==> src/rtl/ann_frame_loader_if.sv <==
// Sample stream, detector and result signals shared by ann_frame_loader and its neighbours.
// The loader connects through the slave modport; the source/detector side uses master.
interface ann_frame_loader_if #(
   parameter int unsigned FEAT_N = 30,
   parameter int unsigned W      = 10,
   parameter int unsigned OUT_N  = 3
);
   logic [W-1:0]                  sample_in;
   logic                          sample_valid;
   logic                          sample_ready;
   logic                          train_req;
   logic [FEAT_N-1:0][W-1:0]      frame_out;
   logic [OUT_N-1:0][W-1:0]       target_out;
   logic                          det_start;
   logic                          det_train;
   logic                          det_done;
   logic [OUT_N-1:0][W-1:0]       det_out;
   logic [1:0]                    result_class;
   logic [W-1:0]                  result_value;
   logic                          result_valid;
   logic                          busy;
   logic                          timeout_err;

   modport slave (
      input  sample_in, sample_valid, train_req, det_done, det_out,
      output sample_ready, frame_out, target_out, det_start, det_train,
             result_class, result_value, result_valid, busy, timeout_err
   );

   modport master (
      output sample_in, sample_valid, train_req, det_done, det_out,
      input  sample_ready, frame_out, target_out, det_start, det_train,
             result_class, result_value, result_valid, busy, timeout_err
   );
endinterface

==> src/rtl/ann_frame_loader.sv <==
// Collects a streamed feature (and optional target) frame, launches the detector, and
// reports the argmax of its outputs, with a bounded wait for the detector's answer.
module ann_frame_loader #(
   parameter int unsigned FEAT_N  = 30,
   parameter int unsigned W       = 10,
   parameter int unsigned OUT_N   = 3,
   parameter int unsigned TIMEOUT = 1023
) (
   input logic               Clock,
   input logic               Rst,
   ann_frame_loader_if.slave bus
);
   localparam int unsigned LenMax = FEAT_N + OUT_N;
   localparam int unsigned IW     = $clog2(LenMax + 1);
   localparam int unsigned TW     = $clog2(TIMEOUT + 1);
   localparam logic [TW-1:0] TimeoutVal = TW'(TIMEOUT);

   typedef enum logic [2:0] {StIdle, StLoad, StLaunch, StWait, StCapture} state_e;

   state_e        state_q;
   logic          mode_q;
   logic [IW-1:0] idx_q;
   logic [TW-1:0] timer_q;
   logic          xfer;
   logic [IW-1:0] last_idx;
   logic [1:0]    best_idx;
   logic [W-1:0]  best_val;

   assign xfer     = bus.sample_valid & bus.sample_ready;
   assign last_idx = mode_q ? IW'(LenMax - 1) : IW'(FEAT_N - 1);

   assign bus.sample_ready = (state_q == StIdle) || (state_q == StLoad);
   assign bus.busy         = state_q != StIdle;
   assign bus.det_start    = state_q == StLaunch;
   assign bus.det_train    = mode_q & (state_q inside {StLaunch, StWait, StCapture});
   assign bus.result_valid = state_q == StCapture;

   // Strict compare keeps the lowest index on ties.
   always_comb begin
      best_idx = '0;
      best_val = bus.det_out[0];
      for (int k = 1; k < OUT_N; k++) begin
         if (bus.det_out[k] > best_val) begin
            best_val = bus.det_out[k];
            best_idx = 2'(k);
         end
      end
   end

   always_ff @(posedge Clock) begin
      if (Rst) begin
         state_q          <= StIdle;
         mode_q           <= 1'b0;
         idx_q            <= '0;
         timer_q          <= '0;
         bus.frame_out    <= '0;
         bus.target_out   <= '0;
         bus.result_class <= '0;
         bus.result_value <= '0;
         bus.timeout_err  <= 1'b0;
      end else begin
         unique case (state_q)
            StIdle: begin
               if (xfer) begin
                  bus.frame_out[0] <= bus.sample_in;
                  mode_q           <= bus.train_req;
                  idx_q            <= IW'(1);
                  state_q          <= StLoad;
               end
            end
            StLoad: begin
               if (xfer) begin
                  for (int i = 0; i < FEAT_N; i++) begin
                     if (idx_q == IW'(i)) bus.frame_out[i] <= bus.sample_in;
                  end
                  for (int j = 0; j < OUT_N; j++) begin
                     if (idx_q == IW'(FEAT_N + j)) bus.target_out[j] <= bus.sample_in;
                  end
                  if (idx_q == last_idx) begin
                     idx_q   <= '0;
                     state_q <= StLaunch;
                  end else begin
                     idx_q <= idx_q + IW'(1);
                  end
               end
            end
            StLaunch: begin
               timer_q <= '0;
               state_q <= StWait;
            end
            StWait: begin
               // A done arriving on the timeout cycle still counts as a result.
               if (bus.det_done) begin
                  bus.result_class <= best_idx;
                  bus.result_value <= best_val;
                  state_q          <= StCapture;
               end else if (timer_q == TimeoutVal) begin
                  bus.timeout_err <= 1'b1;
                  state_q         <= StIdle;
               end else begin
                  timer_q <= timer_q + TW'(1);
               end
            end
            StCapture: state_q <= StIdle;
            default:   state_q <= StIdle;
         endcase
      end
   end
endmodule

==> src/flat_wrapper.sv <==
// flat-port wrapper written by rule: the top's interface ports become plain ports
module ann_frame_loader_flat 
#(
   parameter int unsigned FEAT_N  = 30,
   parameter int unsigned W       = 10,
   parameter int unsigned OUT_N   = 3,
   parameter int unsigned TIMEOUT = 1023
)
  (Clock, Rst, bus_sample_in, bus_sample_valid, bus_train_req, bus_det_done, bus_det_out, bus_sample_ready, bus_frame_out, bus_target_out, bus_det_start, bus_det_train, bus_result_class, bus_result_value, bus_result_valid, bus_busy, bus_timeout_err);
  ann_frame_loader_if #(.FEAT_N(FEAT_N), .W(W), .OUT_N(OUT_N)) bus_i ();
  input logic Clock;
  input logic Rst;
  input wire logic [$bits(bus_i.sample_in)-1:0] bus_sample_in;
  input wire logic [$bits(bus_i.sample_valid)-1:0] bus_sample_valid;
  input wire logic [$bits(bus_i.train_req)-1:0] bus_train_req;
  input wire logic [$bits(bus_i.det_done)-1:0] bus_det_done;
  input wire logic [$bits(bus_i.det_out)-1:0] bus_det_out;
  output wire logic [$bits(bus_i.sample_ready)-1:0] bus_sample_ready;
  output wire logic [$bits(bus_i.frame_out)-1:0] bus_frame_out;
  output wire logic [$bits(bus_i.target_out)-1:0] bus_target_out;
  output wire logic [$bits(bus_i.det_start)-1:0] bus_det_start;
  output wire logic [$bits(bus_i.det_train)-1:0] bus_det_train;
  output wire logic [$bits(bus_i.result_class)-1:0] bus_result_class;
  output wire logic [$bits(bus_i.result_value)-1:0] bus_result_value;
  output wire logic [$bits(bus_i.result_valid)-1:0] bus_result_valid;
  output wire logic [$bits(bus_i.busy)-1:0] bus_busy;
  output wire logic [$bits(bus_i.timeout_err)-1:0] bus_timeout_err;
  assign bus_i.sample_in = bus_sample_in;
  assign bus_i.sample_valid = bus_sample_valid;
  assign bus_i.train_req = bus_train_req;
  assign bus_i.det_done = bus_det_done;
  assign bus_i.det_out = bus_det_out;
  assign bus_sample_ready = bus_i.sample_ready;
  assign bus_frame_out = bus_i.frame_out;
  assign bus_target_out = bus_i.target_out;
  assign bus_det_start = bus_i.det_start;
  assign bus_det_train = bus_i.det_train;
  assign bus_result_class = bus_i.result_class;
  assign bus_result_value = bus_i.result_value;
  assign bus_result_valid = bus_i.result_valid;
  assign bus_busy = bus_i.busy;
  assign bus_timeout_err = bus_i.timeout_err;
  ann_frame_loader #(.FEAT_N(FEAT_N), .W(W), .OUT_N(OUT_N), .TIMEOUT(TIMEOUT)) u_core (.Clock(Clock), .Rst(Rst), .bus(bus_i));
endmodule
==> config.mk <==
export PLATFORM = sky130hd
export DESIGN_NAME = ann_frame_loader_flat
export DESIGN_NICKNAME = d
export VERILOG_FILES = /design/src/rtl/ann_frame_loader_if.sv /design/src/rtl/ann_frame_loader.sv /design/src/flat_wrapper.sv
export SDC_FILE = /design/constraint.sdc
export NUM_CORES = 1
export LEC_CHECK = 0
export ABC_CLOCK_PERIOD_IN_PS = 3600
export BUFFER_PORTS_ARGS = -buffer_cell sky130_fd_sc_hd__clkbuf_2
export CORE_MARGIN = 2
export CORE_UTILIZATION = 47
export CTS_CLUSTER_SIZE = 8
export DETAILED_ROUTE_END_ITERATION = 6
export PLACE_DENSITY = 0.81
export SYNTH_ARGS = -nofsm -noshare
export SYNTH_HDL_FRONTEND = slang
export SYNTH_SLANG_ARGS = --single-unit
==> constraint.sdc <==
create_clock -name Clock -period 3.6 [get_ports Clock]
set_input_delay 0.9 -clock Clock [delete_from_list [all_inputs] [get_ports Clock]]
set_output_delay 0.9 -clock Clock [all_outputs]
set_load 0.01 [all_outputs]
==> metrics.txt, run 1 <==
Placed Instances=around 2.3k; Synth Instances=1584; num rows=64; Total GRT Usage=between 20% and 30%; Synth Net Count=about 1.7k; # port buffers=392; Avg Cell Area, Syn=a little over 9 um2; Clock Sinks=around 360; first-pass GRT wire length=about 67 mm; Final ANT Viol Nets=0; CTS tree=yes; VDD IR max=between 0.0003 and 0.0004 V; vias=12.9k; post-synthesis async set-or-reset flop share=0%; Die Span Y=about 180 um; Critical Path Sink Type=register; min Tclk post-route=3.59 ns; Cell variety after synth=50; clk slew on worst S/H paths=~0.050 ns; die area=0.0322 mm2; Setup CP Type=primary input to register; Post-synth EDFFs=0; worst-path fanout max=8; Seq/Total Area, Yosys=roughly 50%; WP data required=4.06 ns; most frequent cells in the layout=clkbuf_2, dfxtp_1, nor2_1; n_diodes=0; Arr. time, crit path=slightly above 4 ns; Max-cap violations=0; core area=a little over 0.03 mm2; Nets=roughly 2k; Final Hold Fails=0; RSZ-0062 raised after global routing=yes; Pwr Total=about 9 mW; final-report max-slew violation count=0; max_slew headroom=between 20% and 30%; Clock Path Buffers=3; DP HPWL=around 28 mm; Area Overhead vs Synth=27.1%; Post-route DRC=0; drt initial violations=~900; Reg area=around 0.0073 mm2; largest net degree at the start of global routing=115; IO Count=393; YS warnings=0; insertion delay to the later sink of the worst-skew pair=0.55 ns; Routed WL=roughly 44 mm; status=finished, final reports clean; leakage=about 8.9 nW; Netlist Area Pre-Place=~0.014 mm2; H-tree levels=2; drt wl/cell=approximately 19 um; DP Area=approximately 0.017 mm2; starting density of the core=a little under half; vias per cell=between 5 and 6; non-filler instance count after layout=2334; power density cells=484 mW/mm2; layout cell share with drive strength beyond 1=between 20 and 30%; commonest non-fill, non-tap cell in the layout=clkbuf_2; antenna violations before repair=0; Pre-antenna DRT Iters=5; final worst path period share=between 90% and 100%; f_max=roughly 280 MHz; Slew @ Worst Pin=between 1 and 1.5 ns; Final Cell Area=0.0184 mm2; filler cell count in the final layout=about 2.5k; width of the die=~180 um; Yosys reg bits=363; CTS buffer count=approximately 50; # setup viols final=0; Multi-input gate area=roughly 0.0067 mm2; startpoint class of the critical path=primary input; gpl congestion=~0.83; remaining global-route overflow=0; number of global-route vias before repair=12.3k; Setup Skew=roughly 0.023 ns; CTS root buf=clkbuf_16; Worst Hold Class=register to register; Post-synth top flop=dfxtp_1
[routing by layer]
metal	GRT usage, %	share of wire, %	vias to the layer above	routed length [um]
li1	-	-	6086	-
met1	31.9	40	6101	17700
met2	42.1	47	616	20600
met3	7.27	9.3	108	4080
met4	9.72	3.2	0	1400
met5	0	0	-	0
[cells in the mapped netlist (11+ instances only)]
cell	instances	area, um2
dfxtp_1	363	7270
ha_1	25	313
buf_2	34	170
nand2_1	132	495
nor2_1	252	946
clkbuf_1	97	364
xor2_1	11	96.3
a21oi_1	133	666
nor3b_1	19	143
inv_1	22	82.6
nand3_1	133	666
mux2i_1	221	2210
and3_1	15	93.8
[cell type report]
cell class / count / share of cell area, %
Timing Repair Buffer: 445 / 13.4
Clock buffer: 56 / 7.21
Sequential cell: 363 / 39.5
Multi-Input combinational cell: 1051 / 36.5
Tap cell: 396 / 2.69
Inverter: 22 / 0.503
Clock inverter: 1 / 0.163
[flip-flops by register name (all words and copies together) (netlist names)]
signal	count
u_core.idx_q	6
u_core.timer_q	10
u_core.bus.target_out	30
u_core.bus.result_value	10
u_core.bus.frame_out	300
u_core.mode_q	1
u_core.bus.result_class	2
u_core.bus.timeout_err	1
u_core.state_q	3
[metrics by stage]
stage / setup TNS, ns / setup WS [ns] / hold WS [ns] / utilization, %
2_1_floorplan: -0.480 / -0.0506 / 0.444 / -
3_3_place_gp: -4.35 / -0.377 / 0.442 / 55.3
3_5_place_dp: -5.09 / -0.457 / 0.447 / 55.3
4_1_cts: 0 / 0.0751 / 0.454 / 59.8
5_1_grt: -0.707 / -0.0774 / 0.464 / 60.5
6_report: 0 / 0.0128 / 0.454 / 60.5
[worst max-delay path, stage by stage]
cell	delay, ns
buf_6	0.10
ha_4	0.28
nand4_1	0.23
buf_4	0.23
or3_4	0.38
and3_4	0.21
a211oi_4	0.26
ha_1	0.28
nand4_1	0.12
a211oi_2	0.06
a2111o_1	0.46
a211o_4	0.40
o21ai_2	0.13
[where the power goes]
part	internal [mW]	total [mW]	leakage [nW]	switching, mW
combinational	0.238	0.670	5.31	0.431
sequential	4.05	4.07	2.93	0.0183
clock	2.55	4.17	0.663	1.62
total	6.83	8.91	8.90	2.07
[worst paths after layout]
path         cells after the start                                      end                                   start  slack, ns
max                             13  u_core.bus.result_value[4]$_SDFFE_PP0P_                         bus_det_out[19]       0.01
min                              2   u_core.bus.frame_out[233]$_SDFFE_PP0P_  u_core.bus.frame_out[233]$_SDFFE_PP0P_       0.45
max reg2reg                      5    u_core.bus.frame_out[79]$_SDFFE_PP0P_          u_core.state_q[0]$_SDFFE_PP0P_       1.00
min reg2reg                      2   u_core.bus.frame_out[233]$_SDFFE_PP0P_  u_core.bus.frame_out[233]$_SDFFE_PP0P_       0.45
[logic make-up (layout without fill, tap and decap cells)]
logic type	after synthesis	after routing	share of synthesized area (%)
AND/OR/NAND/NOR	599	601	18.9
flip-flops	363	363	50.2
multiplexers	221	221	15.3
AO/OA/AOI/OAI	191	192	7.71
buffers and inverters	173	524	5.06
adder cells (fa/ha/maj)	25	25	2.16
XOR/XNOR	12	12	0.726
[what timing repair did]
action	4_1_cts	5_1_grt
setup endpoints to repair	0	11
hold buffers	0	0
buffers inserted	0	5
resized for setup	0	37
No activity file was read; power rests on OpenSTA's default activity.
==> run 2, diff against run 1 <==
--- a/config.mk
+++ b/config.mk
@@ -5,13 +5,13 @@
 export SDC_FILE = /design/constraint.sdc
 export NUM_CORES = 1
 export LEC_CHECK = 0
-export ABC_CLOCK_PERIOD_IN_PS = 3600
+export ABC_CLOCK_PERIOD_IN_PS = 4000
 export BUFFER_PORTS_ARGS = -buffer_cell sky130_fd_sc_hd__clkbuf_2
 export CORE_MARGIN = 2
-export CORE_UTILIZATION = 47
+export CORE_UTILIZATION = 48
 export CTS_CLUSTER_SIZE = 8
 export DETAILED_ROUTE_END_ITERATION = 6
-export PLACE_DENSITY = 0.81
+export PLACE_DENSITY = 0.79
 export SYNTH_ARGS = -nofsm -noshare
 export SYNTH_HDL_FRONTEND = slang
 export SYNTH_SLANG_ARGS = --single-unit
==> constraint.sdc (replaced) <==
create_clock -name Clock -period 4 [get_ports Clock]
set_input_delay 1 -clock Clock [delete_from_list [all_inputs] [get_ports Clock]]
set_output_delay 1 -clock Clock [all_outputs]
set_load 0.01 [all_outputs]
==> metrics.txt, run 2 (synthesis gave the netlist of run 1 again) <==
status=finished, final reports clean; Final WS setup=0.256 ns; filler cell count in the final layout=between 2k and 3k; Slowest cell on crit path=or3_4; DP HPWL=between 20 and 30 mm; largest net degree at the start of global routing=between 100 and 150; # setup viols final=0; Worst Hold Launch=u_core.bus.frame_out[243]$_SDFFE_PP0P_; Top reg by flops=u_core.bus.frame_out; worst-path fanout max=10; drt wl/cell=18.9 um; Clock power frac=47.3%; final-report max-slew violation count=0; Critical Path Sink Type=register; n_diodes=0; switching portion of total power=between 20 and 25%; Total GRT Usage=a little over a quarter; Setup Skew=~0.031 ns; min Tclk post-route=roughly 3.7 ns; # hold bufs at CTS=0; sequential share of power=between 40% and 50%; vias per cell=~5.5; Max-cap violations=0; Reg area=slightly above 0.007 mm2; Setup TNS Final=0 ns; Arr. time, crit path=4.19 ns; hold endpoint=u_core.bus.frame_out[243]$_SDFFE_PP0P_; Multi-input gate area=~0.0065 mm2; clk slew on worst S/H paths=around 0.050 ns; NetSw=around 1.8 mW; Nets=between 1.5k and 2k; worst r2r dst=u_core.bus.frame_out[205]$_SDFFE_PP0P_; H-tree levels=2; biggest regs=u_core.bus.frame_out: 300 flops, u_core.bus.target_out: 30 flops; num rows=63; reg2reg path depth=6; internal power=around 6.1 mW; starting density of the core=between 40% and 50%; # port buffers=392; leakage=8.84 nW; FF-to-FF Start=u_core.idx_q[2]$_SDFFE_PP0P_; max_slew headroom=25.7%; IO Count=just under 400; Die Span Y=between 150 and 200 um; Worst Hold Class=register to register; max FFs per register=300; Routed WL=43.9 mm; Final Hold Fails=0; Clock Sinks=about 360; remaining global-route overflow=0; f_max=around 270 MHz; core area=~0.030 mm2; Clock Path Buffers=3; drt initial violations=roughly 900; RSZ-0062 raised after global routing=no; final worst path period share=between 90 and 100%; startpoint class of the critical path=primary input; Post-CTS Setup Bufs=0; DP Area=about 0.017 mm2; Setup CP Type=primary input to register; hold path cells=2; Place WS=-0.350 ns; Slew @ Worst Pin=1.11 ns; logic gate share of total power=6.9%; layout cell share with drive strength beyond 1=27.0%; commonest non-fill, non-tap cell in the layout=clkbuf_2; VDD IR max=0.000337 V; CTS buffer count=between 50 and 60; power density cells=441 mW/mm2; Critical Path Max Stage Delay=about 0.45 ns; worst-path cell chain=clkbuf_2 > inv_1 > ha_1 > a21oi_1 > o211ai_1 > or3_4 > buf_4 > a211oi_2 > ha_1 > and4_1 > a2111o_1 > a211o_1 > o21ai_1; number of global-route vias before repair=roughly 13k; width of the die=178 um; antenna violations before repair=0; WP data required=between 4 and 5 ns; Pre-antenna DRT Iters=6; Area Overhead vs Synth=25.0%; Crit path top cell by count=ha_1; CTS root buf=clkbuf_16; most frequent cells in the layout=clkbuf_2, dfxtp_1, nor2_1; vias=12.8k; first-pass GRT wire length=67.7 mm; Final ANT Viol Nets=0; gpl congestion=0.806; CTS tree=yes; Post-route DRC=0; Resize count post-CTS=0; insertion delay to the later sink of the worst-skew pair=about 0.55 ns; R2R Setup Slk=approximately 1.3 ns; die area=roughly 0.032 mm2; Final Cell Area=between 0.015 and 0.02 mm2
==> run 2: changes by cell type in the layout (fill, tap and decap cells not counted), moves of 5 or more <==
cell	change
and3_4	-6
buf_6	-9
ha_4	-5
o21ai_2	-5
clkbuf_2	+7
ha_1	+5
inv_1	+6
and3_1	+6
==> run 2: power by group through the flow <==
stage / sequential, mW / combinational (mW) / clock, mW
5_1_grt: 3.66 / 0.598 / 3.96
6_report: 3.66 / 0.550 / 3.77
4_1_cts: 3.66 / 0.544 / 3.83
2_1_floorplan: 3.73 / 0.324 / 0
3_5_place_dp: 3.73 / 0.542 / 0
3_3_place_gp: 3.73 / 0.531 / 0
==> run 2: cell type report <==
class                      instances  share of cell area, %
sequential                       363                   40.2
multi-input combinational       1048                   36.0
timing repair buffer             440                   13.1
clock buffer                      55                   7.37
tap                              390                   2.70
inverter                          22                  0.456
clock inverter                     1                  0.166
==> run 2: how the worst max path moves through the flow <==
stage | start | end | slack (ns)
finish | bus_det_out[9] | u_core.bus.result_value[9]$_SDFFE_PP0P_ | 0.26
global route | bus_det_out[9] | u_core.bus.result_value[9]$_SDFFE_PP0P_ | 0.04
floorplan | bus_det_out[9] | u_core.bus.result_value[0]$_SDFFE_PP0P_ | 0.07
CTS | bus_det_out[9] | u_core.bus.result_value[9]$_SDFFE_PP0P_ | 0.18
detailed placement | bus_det_out[9] | u_core.bus.result_value[9]$_SDFFE_PP0P_ | -0.35
global placement | bus_det_out[9] | u_core.bus.result_value[4]$_SDFFE_PP0P_ | -0.25
==> run 2: per-layer routing <==
| layer | wire, um | track usage [%] | part of all wire [%] |
|---|---|---|---|
| met3 | 4000 | 7.16 | 9.1 |
| met1 | 17700 | 32.9 | 40 |
| met5 | 0 | 0 | 0 |
| met2 | 20800 | 46.0 | 47 |
| met4 | 1390 | 9.56 | 3.2 |
==> run 2: per-stage QoR <==
stage	hold WS [ns]	power [mW]	util (%)	cells
2_1_floorplan	0.444	4.05	-	1584
3_3_place_gp	0.442	4.26	56.4	2263
3_5_place_dp	0.446	4.27	56.4	2263
4_1_cts	0.452	8.03	61.0	2319
5_1_grt	0.471	8.22	61.0	2319
6_report	0.452	7.98	61.0	2319
==> run 2: worst max-delay path: cells and delay by family <==
family          cells  cell delay (ns)
fa+ha+maj           2             0.62
simple gates        2             0.66
compound gates      6             1.62
buf+inv             3             0.30
==> run 3, diff against run 2 <==
--- a/config.mk
+++ b/config.mk
@@ -5,7 +5,7 @@
 export SDC_FILE = /design/constraint.sdc
 export NUM_CORES = 1
 export LEC_CHECK = 0
-export ABC_CLOCK_PERIOD_IN_PS = 4000
+export ABC_CLOCK_PERIOD_IN_PS = 3700
 export BUFFER_PORTS_ARGS = -buffer_cell sky130_fd_sc_hd__clkbuf_2
 export CORE_MARGIN = 2
 export CORE_UTILIZATION = 48
==> constraint.sdc (replaced) <==
create_clock -name Clock -period 3.7 [get_ports Clock]
set_input_delay 0.925 -clock Clock [delete_from_list [all_inputs] [get_ports Clock]]
set_output_delay 0.925 -clock Clock [all_outputs]
set_load 0.01 [all_outputs]
==> metrics.txt, run 3 (synthesis gave the netlist of run 1 again) <==
Metal-1 WL=roughly 18 mm; max FFs per register=300; remaining global-route overflow=0; min Tclk post-route=approximately 3.7 ns; Final ANT Viol Nets=0; commonest non-fill, non-tap cell in the layout=clkbuf_2; gpl congestion=between 0.8 and 0.9; CTS tree=yes; Slew @ Worst Pin=1.17 ns; drt initial violations=around 1000; Nets=~2k; filler cell count in the final layout=around 2.4k; Total GRT Usage=around 27%; VDD IR max=between 0.0003 and 0.0004 V; starting density of the core=approximately half; max_slew headroom=a little over a fifth; most frequent cells in the layout=clkbuf_2, dfxtp_1, nor2_1; num rows=63; layout cell share with drive strength beyond 1=between 20% and 30%; final-report max-slew violation count=0; Area Overhead vs Synth=27.1%; width of the die=~180 um; IO Count=between 300 and 400; n_diodes=0; f_max=approximately 270 MHz; drt wl/cell=19.2 um; Slowest cell on crit path=a2111o_1; antenna violations before repair=0; Routed WL=around 45 mm; core area=~0.030 mm2; biggest regs=u_core.bus.frame_out: 300 flops, u_core.bus.target_out: 30 flops; leakage=roughly 8.9 nW; Setup Skew=a little under 0.03 ns; Pre-antenna DRT Iters=5; Multi-input gate area=0.00672 mm2; worst-path fanout max=5; # setup viols final=0; H-tree levels=2; number of global-route vias before repair=~12k; met3 WL=between 3 and 4 mm; Final Cell Area=0.0184 mm2; startpoint class of the critical path=primary input; Post-route DRC=0; Setup CP Type=primary input to register; Crit path top cell by count=buf_6; Reg area=approximately 0.0073 mm2; Setup TNS Final=0 ns; Max-cap violations=0; Worst Hold Class=register to register; Critical Path Sink Type=register; Critical Path Max Stage Delay=between 0.4 and 0.5 ns; vias=~13k; Pwr Total=between 8 and 9 mW; Place WS=-0.347 ns; die area=between 0.03 and 0.04 mm2; power density cells=between 400 and 500 mW/mm2; DP HPWL=28.6 mm; # port buffers=392; Clock Path Buffers=3; WP data required=between 4 and 5 ns; CTS buffer count=51; uppermost layer routed=met4; Arr. time, crit path=between 4 and 5 ns; Top reg by flops=u_core.bus.frame_out; CTS root buf=clkbuf_16; insertion delay to the later sink of the worst-skew pair=~0.56 ns; status=finished, final reports clean; Clock Sinks=363; Die Span Y=178 um; Final WS setup=0.0289 ns; Final Hold Fails=0; final worst path period share=approximately 99%; clk slew on worst S/H paths=0.05 ns; worst-path cell chain=clkbuf_2 > inv_1 > ha_1 > nand4_1 > or3_4 > buf_6 > and3_4 > a211oi_4 > ha_4 > and4_1 > a2111o_1 > buf_6 > a211o_1 > a21oi_2; largest net degree at the start of global routing=~140; met2 routed WL=approximately 21 mm; DP Area=roughly 0.017 mm2; vias per cell=about 5.6; first-pass GRT wire length=67.0 mm
## run 3: worst paths after layout
kind / startpoint / endpoint / slack (ns) / cells past startpoint
setup / recovery: bus_det_out[6] / u_core.bus.result_class[0]$_SDFFE_PP0P_ / 0.03 / 14
hold / removal: u_core.bus.frame_out[233]$_SDFFE_PP0P_ / u_core.bus.frame_out[233]$_SDFFE_PP0P_ / 0.45 / 2
setup reg to reg: u_core.idx_q[2]$_SDFFE_PP0P_ / u_core.bus.frame_out[236]$_SDFFE_PP0P_ / 1.13 / 5
hold reg to reg: u_core.bus.frame_out[233]$_SDFFE_PP0P_ / u_core.bus.frame_out[233]$_SDFFE_PP0P_ / 0.45 / 2
## run 3: timing repair
| action | CTS | global route |
|---|---|---|
| setup endpoints to repair | 0 | 3 |
| hold buffers | 0 | 0 |
| resized for setup | 0 | 32 |
| buffers inserted | 0 | 6 |
## run 3: power breakdown
part	total, mW	switching [mW]	internal [mW]
combinational	0.653	0.426	0.226
clock	4.11	1.59	2.52
sequential	3.96	0.0186	3.94
total	8.72	2.04	6.68
## run 3: layer usage
metal	vias to the layer above	global-route usage, %
li1	6072	-
met4	0	10.4
met5	-	0
met3	118	7.54
met2	564	44.9
met1	6195	32.9
## run 3: final cells by class
class / count / area share, %
clock buffers: 53 / 7.09
clock inverters: 2 / 0.326
inverters: 22 / 0.476
multi-input cells: 1049 / 36.5
flip-flops and latches: 363 / 39.5
well taps: 390 / 2.65
repair buffers: 453 / 13.5
## run 3: through the flow
| stage | hold WS [ns] | cells | util, % |
|---|---|---|---|
| floorplan | 0.444 | 1584 | - |
| global placement | 0.441 | 2270 | 56.8 |
| detailed placement | 0.447 | 2270 | 56.8 |
| CTS | 0.453 | 2325 | 61.4 |
| global route | 0.471 | 2332 | 62.1 |
| finish | 0.454 | 2332 | 62.1 |
## run 3: worst max-delay path, delay by kind of cell
| family | cells | cell delay [ns] |
|---|---|---|
| AO/OA/AOI/OAI | 4 | 1.20 |
| AND/OR/NAND/NOR | 4 | 1.04 |
| adder cells (fa/ha/maj) | 2 | 0.52 |
| buffers and inverters | 4 | 0.43 |
